<file path="src/rtl/dffram_arbiter_pkg.sv">
// ---------------------------------------------------------------------------
// dffram_arb_pkg
// Shared definitions for the two-master DFFRAM arbiter:
//   - default geometry (WORDS / WSIZE) and RAM read latency
//   - requester id type and the two id values
//   - arbitration mode encodings
//   - address-width helper used by the top and its interface
// ---------------------------------------------------------------------------
package dffram_arb_pkg;

    localparam int DEF_WORDS   = 128;
    localparam int DEF_WSIZE   = 4;
    localparam int DEF_RAM_LAT = 1;
    localparam int RAM_LAT_MAX = 3;

    typedef logic req_id_t;

    localparam req_id_t REQ_M0 = 1'b0;
    localparam req_id_t REQ_M1 = 1'b1;

    typedef enum logic {
        ARB_RR    = 1'b0,
        ARB_FIXED = 1'b1
    } arb_mode_e;

    // A one-word RAM still needs a one-bit address bus.
    function automatic int addr_w(input int words);
        return (words > 1) ? $clog2(words) : 1;
    endfunction

endpackage

</file>
<file path="src/rtl/dffram_arbiter_if.sv">
// ---------------------------------------------------------------------------
// dffram_req_if
// One requester's view of the arbiter: a valid/ready request channel and an
// unstalled read-response channel.
//   req_valid  master->arb  request present
//   req_ready  arb->master  request accepted this cycle
//   req_we     master->arb  byte write mask, all zero = read
//   req_addr   master->arb  word address
//   req_wdata  master->arb  write data
//   rsp_valid  arb->master  one-cycle read data strobe
//   rsp_rdata  arb->master  read data, holds between strobes
// ---------------------------------------------------------------------------
interface dffram_req_if #(
    parameter int AW    = 7,
    parameter int DW    = 32,
    parameter int WSIZE = 4
);
    logic             req_valid;
    logic             req_ready;
    logic [WSIZE-1:0] req_we;
    logic [AW-1:0]    req_addr;
    logic [DW-1:0]    req_wdata;
    logic             rsp_valid;
    logic [DW-1:0]    rsp_rdata;

    modport master (
        output req_valid,
        output req_we,
        output req_addr,
        output req_wdata,
        input  req_ready,
        input  rsp_valid,
        input  rsp_rdata
    );

    modport slave (
        input  req_valid,
        input  req_we,
        input  req_addr,
        input  req_wdata,
        output req_ready,
        output rsp_valid,
        output rsp_rdata
    );
endinterface

</file>
<file path="src/rtl/dffram_arbiter_arb2.sv">
// ---------------------------------------------------------------------------
// arb2_rr
// Two-way combinational grant with a registered "last winner" pointer.
//   clk_i      clock
//   rst_n_i    asynchronous active-low reset
//   req_i      request vector, bit 0 = M0, bit 1 = M1
//   gnt_o      one-hot grant vector (or zero)
//   gnt_id_o   id of the granted requester (valid when gnt_vld_o)
//   gnt_vld_o  some requester is granted this cycle
// MODE = ARB_RR    : a tie goes to the requester that did not win last.
// MODE = ARB_FIXED : a tie always goes to M0.
// ---------------------------------------------------------------------------
module arb2_rr
    import dffram_arb_pkg::*;
#(
    parameter arb_mode_e MODE = ARB_RR
) (
    input  logic       clk_i,
    input  logic       rst_n_i,
    input  logic [1:0] req_i,
    output logic [1:0] gnt_o,
    output req_id_t    gnt_id_o,
    output logic       gnt_vld_o
);

    req_id_t last_q;
    req_id_t last_d;

    always_comb begin
        gnt_id_o  = REQ_M0;
        gnt_vld_o = 1'b0;
        case (req_i)
            2'b01: begin
                gnt_id_o  = REQ_M0;
                gnt_vld_o = 1'b1;
            end
            2'b10: begin
                gnt_id_o  = REQ_M1;
                gnt_vld_o = 1'b1;
            end
            2'b11: begin
                gnt_vld_o = 1'b1;
                if (MODE == ARB_FIXED) begin
                    gnt_id_o = REQ_M0;
                end else begin
                    gnt_id_o = req_id_t'(~last_q);
                end
            end
            default: begin
                gnt_id_o  = REQ_M0;
                gnt_vld_o = 1'b0;
            end
        endcase
    end

    always_comb begin
        gnt_o = 2'b00;
        if (gnt_vld_o) begin
            gnt_o = (gnt_id_o == REQ_M1) ? 2'b10 : 2'b01;
        end
    end

    // Ready equals grant and a grant only goes to a valid requester, so
    // every grant is an acceptance and the pointer can follow it directly.
    always_comb begin
        last_d = last_q;
        if (gnt_vld_o) begin
            last_d = gnt_id_o;
        end
    end

    // Resetting to M1 makes M0 the winner of the first tie.
    always_ff @(posedge clk_i or negedge rst_n_i) begin
        if (!rst_n_i) begin
            last_q <= REQ_M1;
        end else begin
            last_q <= last_d;
        end
    end

endmodule

</file>
<file path="src/rtl/dffram_arbiter.sv">
// ---------------------------------------------------------------------------
// dffram_arbiter
// Shares one single-port byte-maskable DFFRAM macro between two masters.
// Owns every RAM control pin; steers read data back to whichever master
// issued the read.
//   CLK    clock shared with the RAM macro
//   RST_N  asynchronous active-low reset
//   m0/m1  requester channels (dffram_req_if.slave)
//   EN0    RAM enable
//   WE0    RAM byte write enables
//   A0     RAM word address
//   Di0    RAM write data
//   Do0    RAM read data, valid RAM_LAT cycles after the sampling edge
// ---------------------------------------------------------------------------
module dffram_arbiter
    import dffram_arb_pkg::*;
#(
    parameter int WORDS    = DEF_WORDS,
    parameter int WSIZE    = DEF_WSIZE,
    parameter int RAM_LAT  = DEF_RAM_LAT,
    parameter int ARB_MODE = 0,
    localparam int AW      = addr_w(WORDS),
    localparam int DW      = 8 * WSIZE
) (
    input  logic             CLK,
    input  logic             RST_N,
    dffram_req_if.slave      m0,
    dffram_req_if.slave      m1,
    output logic             EN0,
    output logic [WSIZE-1:0] WE0,
    output logic [AW-1:0]    A0,
    output logic [DW-1:0]    Di0,
    input  logic [DW-1:0]    Do0
);

    localparam arb_mode_e MODE = (ARB_MODE == 1) ? ARB_FIXED : ARB_RR;

    logic [1:0] req_vld;
    logic [1:0] gnt;
    req_id_t    gnt_id;
    logic       gnt_vld;
    logic       rd_issue;

    // Request valids are masked while reset is held so nothing is accepted
    // and the RAM pins stay idle even though the grant path is combinational.
    assign req_vld = {m1.req_valid, m0.req_valid} & {2{RST_N}};

    arb2_rr #(
        .MODE (MODE)
    ) u_arb (
        .clk_i     (CLK),
        .rst_n_i   (RST_N),
        .req_i     (req_vld),
        .gnt_o     (gnt),
        .gnt_id_o  (gnt_id),
        .gnt_vld_o (gnt_vld)
    );

    assign m0.req_ready = gnt[0];
    assign m1.req_ready = gnt[1];

    // -----------------------------------------------------------------------
    // RAM pin mux: driven straight from the granted request, zero when idle.
    // -----------------------------------------------------------------------
    always_comb begin
        EN0 = 1'b0;
        WE0 = '0;
        A0  = '0;
        Di0 = '0;
        if (gnt_vld) begin
            EN0 = 1'b1;
            if (gnt_id == REQ_M1) begin
                WE0 = m1.req_we;
                A0  = m1.req_addr;
                Di0 = m1.req_wdata;
            end else begin
                WE0 = m0.req_we;
                A0  = m0.req_addr;
                Di0 = m0.req_wdata;
            end
        end
    end

    assign rd_issue = EN0 && (WE0 == '0);

    // -----------------------------------------------------------------------
    // In-flight read tracking: a RAM_LAT-deep shift of (valid, owner id).
    // The tail lines up with the cycle in which Do0 carries that read's data.
    // -----------------------------------------------------------------------
    logic [RAM_LAT-1:0] pipe_vld_q;
    logic [RAM_LAT-1:0] pipe_vld_d;
    logic [RAM_LAT-1:0] pipe_id_q;
    logic [RAM_LAT-1:0] pipe_id_d;

    always_comb begin
        pipe_vld_d    = pipe_vld_q;
        pipe_id_d     = pipe_id_q;
        pipe_vld_d[0] = rd_issue;
        pipe_id_d[0]  = gnt_id;
        for (int i = 1; i < RAM_LAT; i++) begin
            pipe_vld_d[i] = pipe_vld_q[i-1];
            pipe_id_d[i]  = pipe_id_q[i-1];
        end
    end

    always_ff @(posedge CLK or negedge RST_N) begin
        if (!RST_N) begin
            pipe_vld_q <= '0;
            pipe_id_q  <= '0;
        end else begin
            pipe_vld_q <= pipe_vld_d;
            pipe_id_q  <= pipe_id_d;
        end
    end

    // -----------------------------------------------------------------------
    // Response steering. Each master sees Do0 only during its own strobe and
    // otherwise keeps the last word it was handed.
    // -----------------------------------------------------------------------
    logic          rsp_vld;
    req_id_t       rsp_id;
    logic          rsp0;
    logic          rsp1;
    logic [DW-1:0] rdata0_q;
    logic [DW-1:0] rdata0_d;
    logic [DW-1:0] rdata1_q;
    logic [DW-1:0] rdata1_d;

    assign rsp_vld = pipe_vld_q[RAM_LAT-1];
    assign rsp_id  = pipe_id_q[RAM_LAT-1];
    assign rsp0    = rsp_vld && (rsp_id == REQ_M0);
    assign rsp1    = rsp_vld && (rsp_id == REQ_M1);

    assign rdata0_d = rsp0 ? Do0 : rdata0_q;
    assign rdata1_d = rsp1 ? Do0 : rdata1_q;

    always_ff @(posedge CLK or negedge RST_N) begin
        if (!RST_N) begin
            rdata0_q <= '0;
            rdata1_q <= '0;
        end else begin
            rdata0_q <= rdata0_d;
            rdata1_q <= rdata1_d;
        end
    end

    assign m0.rsp_valid = rsp0;
    assign m1.rsp_valid = rsp1;
    assign m0.rsp_rdata = rdata0_d;
    assign m1.rsp_rdata = rdata1_d;

endmodule

</file>
<file path="src/flat_wrapper.sv">
// flat-port wrapper written by rule: the top's interface ports become plain ports
module dffram_arbiter_flat import dffram_arb_pkg::*;
#(
    parameter int WORDS    = DEF_WORDS,
    parameter int WSIZE    = DEF_WSIZE,
    parameter int RAM_LAT  = DEF_RAM_LAT,
    parameter int ARB_MODE = 0,
    localparam int AW      = addr_w(WORDS),
    localparam int DW      = 8 * WSIZE
)
  (CLK, RST_N, EN0, WE0, A0, Di0, Do0, m0_req_valid, m0_req_we, m0_req_addr, m0_req_wdata, m0_req_ready, m0_rsp_valid, m0_rsp_rdata, m1_req_valid, m1_req_we, m1_req_addr, m1_req_wdata, m1_req_ready, m1_rsp_valid, m1_rsp_rdata);
  dffram_req_if #(.AW((7)), .DW((32)), .WSIZE(WSIZE)) m0_i ();
  dffram_req_if #(.AW((7)), .DW((32)), .WSIZE(WSIZE)) m1_i ();
  input  logic CLK;
  input  logic RST_N;
  output logic EN0;
  output logic [WSIZE-1:0] WE0;
  output logic [AW-1:0] A0;
  output logic [DW-1:0] Di0;
  input  logic [DW-1:0] Do0;
  input wire logic [$bits(m0_i.req_valid)-1:0] m0_req_valid;
  input wire logic [$bits(m0_i.req_we)-1:0] m0_req_we;
  input wire logic [$bits(m0_i.req_addr)-1:0] m0_req_addr;
  input wire logic [$bits(m0_i.req_wdata)-1:0] m0_req_wdata;
  output wire logic [$bits(m0_i.req_ready)-1:0] m0_req_ready;
  output wire logic [$bits(m0_i.rsp_valid)-1:0] m0_rsp_valid;
  output wire logic [$bits(m0_i.rsp_rdata)-1:0] m0_rsp_rdata;
  input wire logic [$bits(m1_i.req_valid)-1:0] m1_req_valid;
  input wire logic [$bits(m1_i.req_we)-1:0] m1_req_we;
  input wire logic [$bits(m1_i.req_addr)-1:0] m1_req_addr;
  input wire logic [$bits(m1_i.req_wdata)-1:0] m1_req_wdata;
  output wire logic [$bits(m1_i.req_ready)-1:0] m1_req_ready;
  output wire logic [$bits(m1_i.rsp_valid)-1:0] m1_rsp_valid;
  output wire logic [$bits(m1_i.rsp_rdata)-1:0] m1_rsp_rdata;
  assign m0_i.req_valid = m0_req_valid;
  assign m0_i.req_we = m0_req_we;
  assign m0_i.req_addr = m0_req_addr;
  assign m0_i.req_wdata = m0_req_wdata;
  assign m0_req_ready = m0_i.req_ready;
  assign m0_rsp_valid = m0_i.rsp_valid;
  assign m0_rsp_rdata = m0_i.rsp_rdata;
  assign m1_i.req_valid = m1_req_valid;
  assign m1_i.req_we = m1_req_we;
  assign m1_i.req_addr = m1_req_addr;
  assign m1_i.req_wdata = m1_req_wdata;
  assign m1_req_ready = m1_i.req_ready;
  assign m1_rsp_valid = m1_i.rsp_valid;
  assign m1_rsp_rdata = m1_i.rsp_rdata;
  dffram_arbiter #(.WORDS(WORDS), .WSIZE(WSIZE), .RAM_LAT(RAM_LAT), .ARB_MODE(ARB_MODE)) u_core (.CLK(CLK), .RST_N(RST_N), .m0(m0_i), .m1(m1_i), .EN0(EN0), .WE0(WE0), .A0(A0), .Di0(Di0), .Do0(Do0));
endmodule
</file>
<file path="config.mk">
export PLATFORM = sky130hd
export DESIGN_NAME = dffram_arbiter_flat
export DESIGN_NICKNAME = d
export VERILOG_FILES = /design/src/rtl/dffram_arbiter_pkg.sv /design/src/rtl/dffram_arbiter_if.sv /design/src/rtl/dffram_arbiter_arb2.sv /design/src/rtl/dffram_arbiter.sv /design/src/flat_wrapper.sv
export SDC_FILE = /design/constraint.sdc
export NUM_CORES = 1
export LEC_CHECK = 0
export CORE_MARGIN = 2
export CORE_UTILIZATION = 38
export DETAILED_ROUTE_END_ITERATION = 8
export PLACE_DENSITY_LB_ADDON = 0.05
export SLEW_MARGIN = 20
export SYNTH_ARGS = -nofsm -noshare
export SYNTH_HDL_FRONTEND = slang
export SYNTH_SLANG_ARGS = --single-unit
</file>
<file path="constraint.sdc">
create_clock -name CLK -period 3.1 [get_ports CLK]
set_clock_uncertainty 0.1 [all_clocks]
set_input_delay 0.62 -clock CLK [delete_from_list [all_inputs] [get_ports CLK]]
set_output_delay 0.62 -clock CLK [all_outputs]
set_load 0.01 [all_outputs]
</file>
# Word level (Yosys, flattened, before mapping)
# Index checks and enable logic that the tools add are counted.
word_totals:
  output_inout_bits: 112
  reg_bits: 67
  input_bits: 122
  word_cells: 29
classes:
  reduce_logical: 5
  mux: 13
  bitwise: 3
  eq_ne: 3
op_table:
  columns: ["cell", "count"]
  rows:
  - ["32-bit 2-to-1 mux", 4]
  - ["7-bit 2-to-1 mux", 2]
  - ["4-bit 2-to-1 mux", 2]
  - ["2-bit == test, second input constant", 2]
  - ["4-bit zero test", 1]
  - ["2-bit 2-to-1 mux", 2]
  - ["1-bit logical AND", 3]
  - ["3-bit OR reduction", 1]
  - ["2-bit AND", 1]
  - ["2-bit by 1-bit == test with 1-bit output, second input constant", 1]
  - ["1-bit 2-to-1 mux", 2]
  - ["1-bit inverter", 2]
  - ["1-bit case mux with 2 select lines", 1]

# Longest topological paths before layout
# Gate-level depths: netlist (run 1).
logic_depth:
  word_depth: 7
  ltp_mapped: 6
  mapped_depth_nobuf: 5

# Cells and area by module
# Synthesis (run 1) repeated with hierarchy kept, for this count alone.
hier_totals:
  cells_unflattened: 248
  area_unflattened_um2: 3469.6
by_module_without_submodules:
  columns: ["module", "seq_area_each_um2", "area_each_um2", "cells_per_inst", "instances"]
  rows:
  - ["dffram_arbiter", 1651.6, 3402.0, 240, 1]
  - ["arb2_rr", 26.3, 67.6, 8, 1]

# Worst setup path after synthesis (run 1)
# No wires, ideal clock.
synth_path:
  path_type: "input port to output port"
  start: "input m1_req_valid"
  end: "output A0[6]"
  path_stages: 6
  path_buffers: 1
  required_ns: 2.380
  arrival_time_ns: 1.386
  path_slack_ns: 0.994
  path_cell_list: "a21boi_4 -> nand2_4 -> inv_4 -> buf_6 -> nand2_1 -> a21oi_1"
synth_between:
  elab_chain_cells: 5
synth_rtl:
  columns: ["element", "line_no", "source"]
  rows:
  - ["start, declared", "flat_wrapper.sv:28", "input wire logic [$bits(m1_i.req_valid)-1:0] m1_req_valid;"]
  - ["2-bit AND *", "dffram_arbiter.sv:46", "assign req_vld = {m1.req_valid, m0.req_valid} & {2{RST_N}};"]
  - ["2-bit == test / 2-bit by 1-bit == test with 1-bit output (equally long branches)", "dffram_arbiter_arb2.sv:32", "case (req_i)"]
  - ["1-bit case mux with 2 select lines / 3-bit OR reduction (equally long branches)", null, null]
  - ["7-bit 2-to-1 mux / 1-bit 2-to-1 mux (equally long branches)", "dffram_arbiter.sv:72, dffram_arbiter_arb2.sv:32", null]
  - ["7-bit 2-to-1 mux *", "dffram_arbiter.sv:70", "if (gnt_vld) begin"]
  - ["end, declared", "flat_wrapper.sv:18", "output logic [AW-1:0] A0;"]
# Every way passes the cells marked *; elsewhere a longest branch is shown, timed or not.

# Worst setup path in the final report (run 1)
layout_path:
  start: "input m0_req_valid"
  end: "output Di0[28]"
layout_between:
  elab_chain_cells: 5
layout_rtl:
  columns: ["element", "line_no", "source"]
  rows:
  - ["start, declared", "flat_wrapper.sv:21", "input wire logic [$bits(m0_i.req_valid)-1:0] m0_req_valid;"]
  - ["2-bit AND *", "dffram_arbiter.sv:46", null]
  - ["2-bit == test / 2-bit by 1-bit == test with 1-bit output (equally long branches)", "dffram_arbiter_arb2.sv:32", null]
  - ["1-bit case mux with 2 select lines / 3-bit OR reduction (equally long branches)", null, null]
  - ["32-bit 2-to-1 mux / 1-bit 2-to-1 mux (equally long branches)", "dffram_arbiter.sv:72, dffram_arbiter_arb2.sv:32", null]
  - ["32-bit 2-to-1 mux *", "dffram_arbiter.sv:70", null]
  - ["end, declared", "flat_wrapper.sv:19", "output logic [DW-1:0] Di0;"]
# Marks and branches as above.

==> results of run 1 <==
==> worst register-to-register path, cell delays in order (launching register included) <==
cell,delay (ns)
dfstp_2,0.57
a21boi_4,0.07
buf_4,0.16
nand3_1,0.07
o21ai_1,0.09
buf_4,0.14
nor4b_2,0.24
==> stage by stage <==
stage	util [%]	setup WS, ns	cell area, um^2	instances	power, mW
5_1_grt	72.33	0.01070	5973	648	3.666
3_5_place_dp	70.20	-0.1020	5797	632	2.803
3_3_place_gp	70.20	-0.04715	5797	632	2.757
2_1_floorplan	-	0.9939	3254	297	1.813
4_1_cts	71.97	0.01242	5943	647	3.492
6_report	72.33	0.08351	5973	648	3.442
==> cell usage in the layout (no fill, tap or decap), types with 3 or more instances in the layout <==
master,instances
a21oi_1,30
a21oi_2,9
buf_12,5
buf_4,12
clkbuf_8,9
clkdlybuf4s50_1,192
dfrtp_1,66
dlygate4sd2_1,38
inv_2,3
mux2_1,64
nand2_1,74
nand2_2,10
==> how the worst max path moves through the flow <==
stage,slack (ns),to,cells past startpoint,startpoint
final,0.08,Di0[28],7,m0_req_valid
after global routing,0.01,WE0[0],6,m1_req_valid
after CTS,0.01,WE0[3],7,m1_req_valid
after detailed placement,-0.10,Di0[11],8,m1_req_valid
after global placement,-0.05,Di0[11],8,m1_req_valid
after floorplan,0.99,A0[6],6,m1_req_valid
==> flip-flops by register name (all words and copies together) (netlist names) <==
signal,count
u_core.rdata1_q,32
u_core.rdata0_q,32
u_core.pipe_vld_q,1
u_core.pipe_id_q,1
u_core.u_arb.last_q,1
==> cells by family (layout without fill, tap and decap cells) <==
logic type | count (synthesis) | after routing
flip-flops | 67 | 67
AND/OR/NAND/NOR | 95 | 95
multiplexers | 64 | 64
AO/OA/AOI/OAI | 46 | 46
buffers and inverters | 25 | 271
==> Yosys cell counts <==
cell type / instances
a21boi_4: 1
a21oi_1: 30
a21oi_2: 9
a22oi_1: 2
a31oi_1: 1
and2_1: 1
and3_1: 1
and3b_1: 1
buf_2: 11
buf_4: 3
buf_6: 4
clkbuf_1: 2
dfrtp_1: 66
dfstp_2: 1
inv_1: 1
inv_2: 3
inv_4: 1
mux2_1: 64
nand2_1: 75
nand2_2: 9
nand2_4: 1
nand2b_1: 1
nand3_1: 2
nor2b_1: 3
nor4b_2: 1
o21ai_1: 3
==> cell type report <==
cell class                 count  area (um^2)
inverter                       5        21.27
clock buffer                   9        123.9
fill                         640         2285
multi-input combinational    205         1446
clock inverter                 6        66.31
timing repair buffer         251         2506
tap                          105        131.4
sequential                    67         1678
==> power by group through the flow <==
stage                     Sequential, mW  Clock [mW]  Combinational [mW]
after floorplan                     1.23           0               0.584
after global placement              1.24           0                1.52
after detailed placement            1.26           0                1.54
after CTS                           1.24       0.722                1.53
after global routing                1.27       0.767                1.63
final                               1.24       0.696                1.51
==> layer usage <==
layer / global-route usage, % / share of wire (%) / vias up
li1: - / - / 1489
met1: 25.84 / 39 / 1485
met2: 37.44 / 51 / 136
met3: 8.456 / 9.0 / 11
met4: 5.516 / 1.2 / 0
met5: 0 / 0 / -
==> timing repair <==
| item | in CTS | in global routing |
|---|---|---|
| setup endpoints to repair | 38 | 3 |
| cloned | 0 | 1 |
| gates resized for setup | 39 | 2 |
==> impl_metrics.ini, run 1 <==
[clock_tree]
numCtsBuffers = 9
cts_sinks = 67
worstSkewPairLatency_ns = 0.33
post_cts_buffers = 0
tritoncts = yes
clock-root-buffer = clkbuf_8
h-tree-depth = 3
ctsHoldBuffers = 0
cts.path.max_buffers = 2
clk_pin_slew_ns = 0.08

[floorplanning]
die_w_um = 96.54
num_rows = 33
fp.dieArea_um2 = 9320
core-area_um2 = 8258
die_h_um = 96.54
initial_utilization_pct = 39.41
io_pins = 234

[synthesis]
post_synth_num_cell_types = 26
synth_nets = 419
syn_inst = 297
synth_top_cell_by_area = dfrtp_1
synth_area_leaders = dfrtp_1 51%, mux2_1 22%, nand2_1 8.7%
synthAdderAreaFrac_pct = 0
synth.avg_cell_area_um2 = 10.96
synth_xor_area_share_pct = 0
seq_area_frac_synth_pct = 51.56
synth-seq-cells = 67
synth-compound-area-share_pct = 8.727
synthesis.area_um2 = 3254
synth-warning-count = 0
yosys.area_share.simple_pct = 12.92
muxShareOfSynthArea_pct = 22.15
synth_top_family_by_area = multiplexers
yosys.area.top_type_share_pct = 50.75

[timing]
rsz0062_at_grt = false
setup_tns_ns = 0
setup_viol = 0
fin_crit_ns = 3.016
clock.fmax_ghz = 0.3315
period_share_pct = 97.31
hold_viol_final = 0
drv_slew = 0
timing.slew.headroom_pct = 63.75
finalHoldWorstSlack_ns = 0.02705
worst_slew_pin_slew_ns = 0.5437

[critical_path]
path_max_fanout = 21
r2r_end = u_core.pipe_vld_q
cp_common_cell = clkdlybuf4s50_1
timing.rr.start = u_core.u_arb.last_q
worstSetupPathType = in2out
crit_buf_inv = 3
path_cells = clkdlybuf4s50_1 -> a21boi_4 -> nand2_4 -> buf_12 -> nand2_1 -> a21oi_2 -> clkdlybuf4s50_1
crit_path_end_kind = output pin
cp_top_family = buffers and inverters
worst_ep_arrival_time_ns = 2.30
crit_slowest_cell = clkdlybuf4s50_1
r2r_setup_slack_ns = 1.57
required_ns = 2.38
cpPeakStageDelay_ns = 0.57
worst_setup_path_start_kind = primary input
ff2ff_path_depth = 6

[route]
drc = 0
routed_wirelength_um = 10650
drt_iter0_drc = 126
final_antenna_net_count = 0
vias_per_cell = 4.816
routedWlPerCell_um = 16.44
firstDrtPassIters = 4
via_count = 3121

[placed_design]
gp_congestion = 0.7443
dp_hpwl_um = 8304
portBuffers = 233

[pwr]
p_seq_share_pct = 36.0
intPower_mw = 2.433
pwr-share-clk_pct = 20.2
p_leak_nw = 2.682
p_sw_share_pct = 29.33
p_per_area_nw_per_um2 = 576.3
p_switching_mw = 1.010
ir_drop_uv = 309.9
combPwrFrac_pct = 43.8

[cells_and_area]
num-nets-final = 661
area_growth_pct = 83.54
antennaDiodeCount = 0
drive_gt1_share_pct = 11.60

[global_route]
antenna_found_initial = 0
grt_pass1_vias = 3154
grt_max_degree = 45
grtUsageTotal_pct = 21.88
overflow = 0
grt_pass1_wl_um = 15370

[run_status]
outcome = complete, no violations

[flow_run]
cap_violations = 0

[worst_hold_path]
hp-class = in2async
No activity file was read; power rests on OpenSTA's default activity.
==> run 2: changes to the inputs <==
--- a/config.mk
+++ b/config.mk
@@ -8,6 +8,7 @@
 export CORE_MARGIN = 2
 export CORE_UTILIZATION = 38
 export DETAILED_ROUTE_END_ITERATION = 8
+export GPL_TIMING_DRIVEN = 0
 export PLACE_DENSITY_LB_ADDON = 0.05
 export SLEW_MARGIN = 20
 export SYNTH_ARGS = -nofsm -noshare
==> run 2 against run 1 <==
Compared with the run above:
- combinational power about the same
- cell count increased by 0.93%
- register-to-register slack improved by 0.05 ns
- power increased by 0.51%
- sequential share of layout area increased by 0.10 points
- sequential cell count unchanged
- routed wire length about the same
- sequential power about the same
==> impl_metrics.ini, run 2 (synthesized netlist as in run 1, its figures left out) <==
[critical_path]
path_cells = clkdlybuf4s50_1 -> a21boi_4 -> buf_4 -> a22oi_1 -> nor2b_1 -> clkdlybuf4s50_1
crit_path_end_kind = output pin
crit_slowest_cell = clkdlybuf4s50_1
worst_ep_arrival_time_ns = 2.29
cp_common_cell = clkdlybuf4s50_1
cpPeakStageDelay_ns = 0.57
worst_setup_path_start_kind = primary input
required_ns = 2.38
cp_top_family = buffers and inverters
worstSetupPathType = in2out
crit_buf_inv = 3
path_max_fanout = 5

[cells_and_area]
drive_gt1_share_pct = 12.02
layout.cells.most_common = clkdlybuf4s50_1
instances_no_fill = 654
reg_top3 = u_core.rdata0_q (32), u_core.rdata1_q (32)
num-nets-final = 666
layout_common_cells = 190 x clkdlybuf4s50_1, 75 x nand2_1, 66 x dfrtp_1, 64 x mux2_1, 40 x dlygate4sd2_1
area_growth_pct = 82.89
antennaDiodeCount = 0

[run_status]
outcome = complete, no violations

[floorplanning]
die_w_um = 96.54
core-area_um2 = 8258
io_pins = 234
initial_utilization_pct = 39.41
num_rows = 33
die_h_um = 96.54
fp.dieArea_um2 = 9320

[worst_hold_path]
hp-class = in2async

[clock_tree]
tritoncts = yes
h-tree-depth = 3
clock-root-buffer = clkbuf_8
clk_pin_slew_ns = 0.08
ctsHoldBuffers = 0
numCtsBuffers = 9
cts_sinks = 67
worstSkewPairLatency_ns = 0.33
cts.path.max_buffers = 2

[pwr]
p_per_area_nw_per_um2 = 581.3
ir_drop_uv = 305.2
p_leak_nw = 2.691

[timing]
timing.slew.headroom_pct = 83.40
period_share_pct = 96.98
clock.fmax_ghz = 0.3326
setup_viol = 0
setup_tns_ns = 0
drv_slew = 0
hold_viol_final = 0
fin_crit_ns = 3.006
worst_slew_pin_slew_ns = 0.2473
rsz0062_at_grt = false

[route]
drc = 0
vias_per_cell = 4.734
routedWlPerCell_um = 16.30
via_count = 3096
final_antenna_net_count = 0
routed_wirelength_um = 10660
firstDrtPassIters = 4
drt_iter0_drc = 52

[global_route]
grtUsageTotal_pct = 22.26
overflow = 0
grt_pass1_wl_um = 15560
grt_pass1_vias = 3154
antenna_found_initial = 0
grt_max_degree = 33

[placed_design]
dp_hpwl_um = 8407
gp_congestion = 0.7383
portBuffers = 233
place_inst = 636

[flow_run]
cap_violations = 0
run 2: path summary, 6_finish.rpt:
| check | slack [ns] | startpoint | endpoint | cells after the start |
|---|---|---|---|---|
| min reg2reg | 0.38 | u_core.rdata0_q[12] | u_core.rdata0_q[12] | 1 |
| min in group CLK | 0.38 | u_core.rdata0_q[12] | u_core.rdata0_q[12] | 1 |
| max | 0.09 | m1_req_valid | WE0[1] | 6 |
| max reg2reg | 1.62 | u_core.pipe_id_q | u_core.rdata1_q[27] | 3 |
| max in group asynchronous | 2.34 | RST_N | u_core.rdata0_q[16] | 2 |
| min | 0.03 | RST_N | u_core.rdata0_q[13] | 1 |
run 2: report_power, final:
| part | internal, mW | total [mW] | switching, mW |
|---|---|---|---|
| clock network | 0.373 | 0.711 | 0.338 |
| registers | 1.17 | 1.24 | 0.0729 |
| logic | 0.888 | 1.51 | 0.617 |
| total | 2.43 | 3.46 | 1.03 |
run 2: cell type report:
cell class / instances / area, um^2
repair buffers: 236 / 2360
plain buffers: 20 / 140.1
multi-input cells: 205 / 1429
inverters: 5 / 21.27
fillers: 653 / 2306
well taps: 105 / 131.4
clock inverters: 6 / 65.06
flip-flops and latches: 67 / 1678
clock buffers: 10 / 127.6
run 2: worst register-to-register path: cells and delay by family (launching register included):
| kind | cells | cell delay (ns) |
|---|---|---|
| DFF | 1 | 0.37 |
| buffers and inverters | 1 | 0.31 |
| and+or+nand+nor | 1 | 0.19 |
| muxes | 1 | 0.38 |
run 2: metrics by stage:
stage | instance area (um^2) | hold slack [ns] | utilization [%] | worst slack [ns] | power, mW
4_1_cts | 5944 | 0.01747 | 71.98 | 0.00007994 | 3.510
5_1_grt | 5952 | 0.02155 | 72.08 | 0.02590 | 3.672
3_3_place_gp | 5718 | 0.3644 | 69.24 | -2.700 | 2.740
3_5_place_dp | 5736 | 0.3706 | 69.45 | -0.3906 | 2.791
6_report | 5952 | 0.02685 | 72.08 | 0.09371 | 3.460
2_1_floorplan | 3254 | 0.2244 | - | 0.9939 | 1.813
run 2: per-layer routing:
metal,global-route usage [%],vias up,share of wire (%)
li1,-,1496,-
met1,24.03,1451,37
met2,40.68,137,53
met3,8.844,12,8.8
met4,5.399,0,1.1
met5,0,-,0
run 2: repair_timing:
| item | CTS | global route |
|---|---|---|
| setup endpoints to repair | 42 | 3 |
| gates cloned | 1 | 0 |
| pin swaps | 1 | 0 |
| setup buffers | 1 | 0 |
| resized for setup | 48 | 3 |
| endpoints found under the hold margin | 0 | 0 |
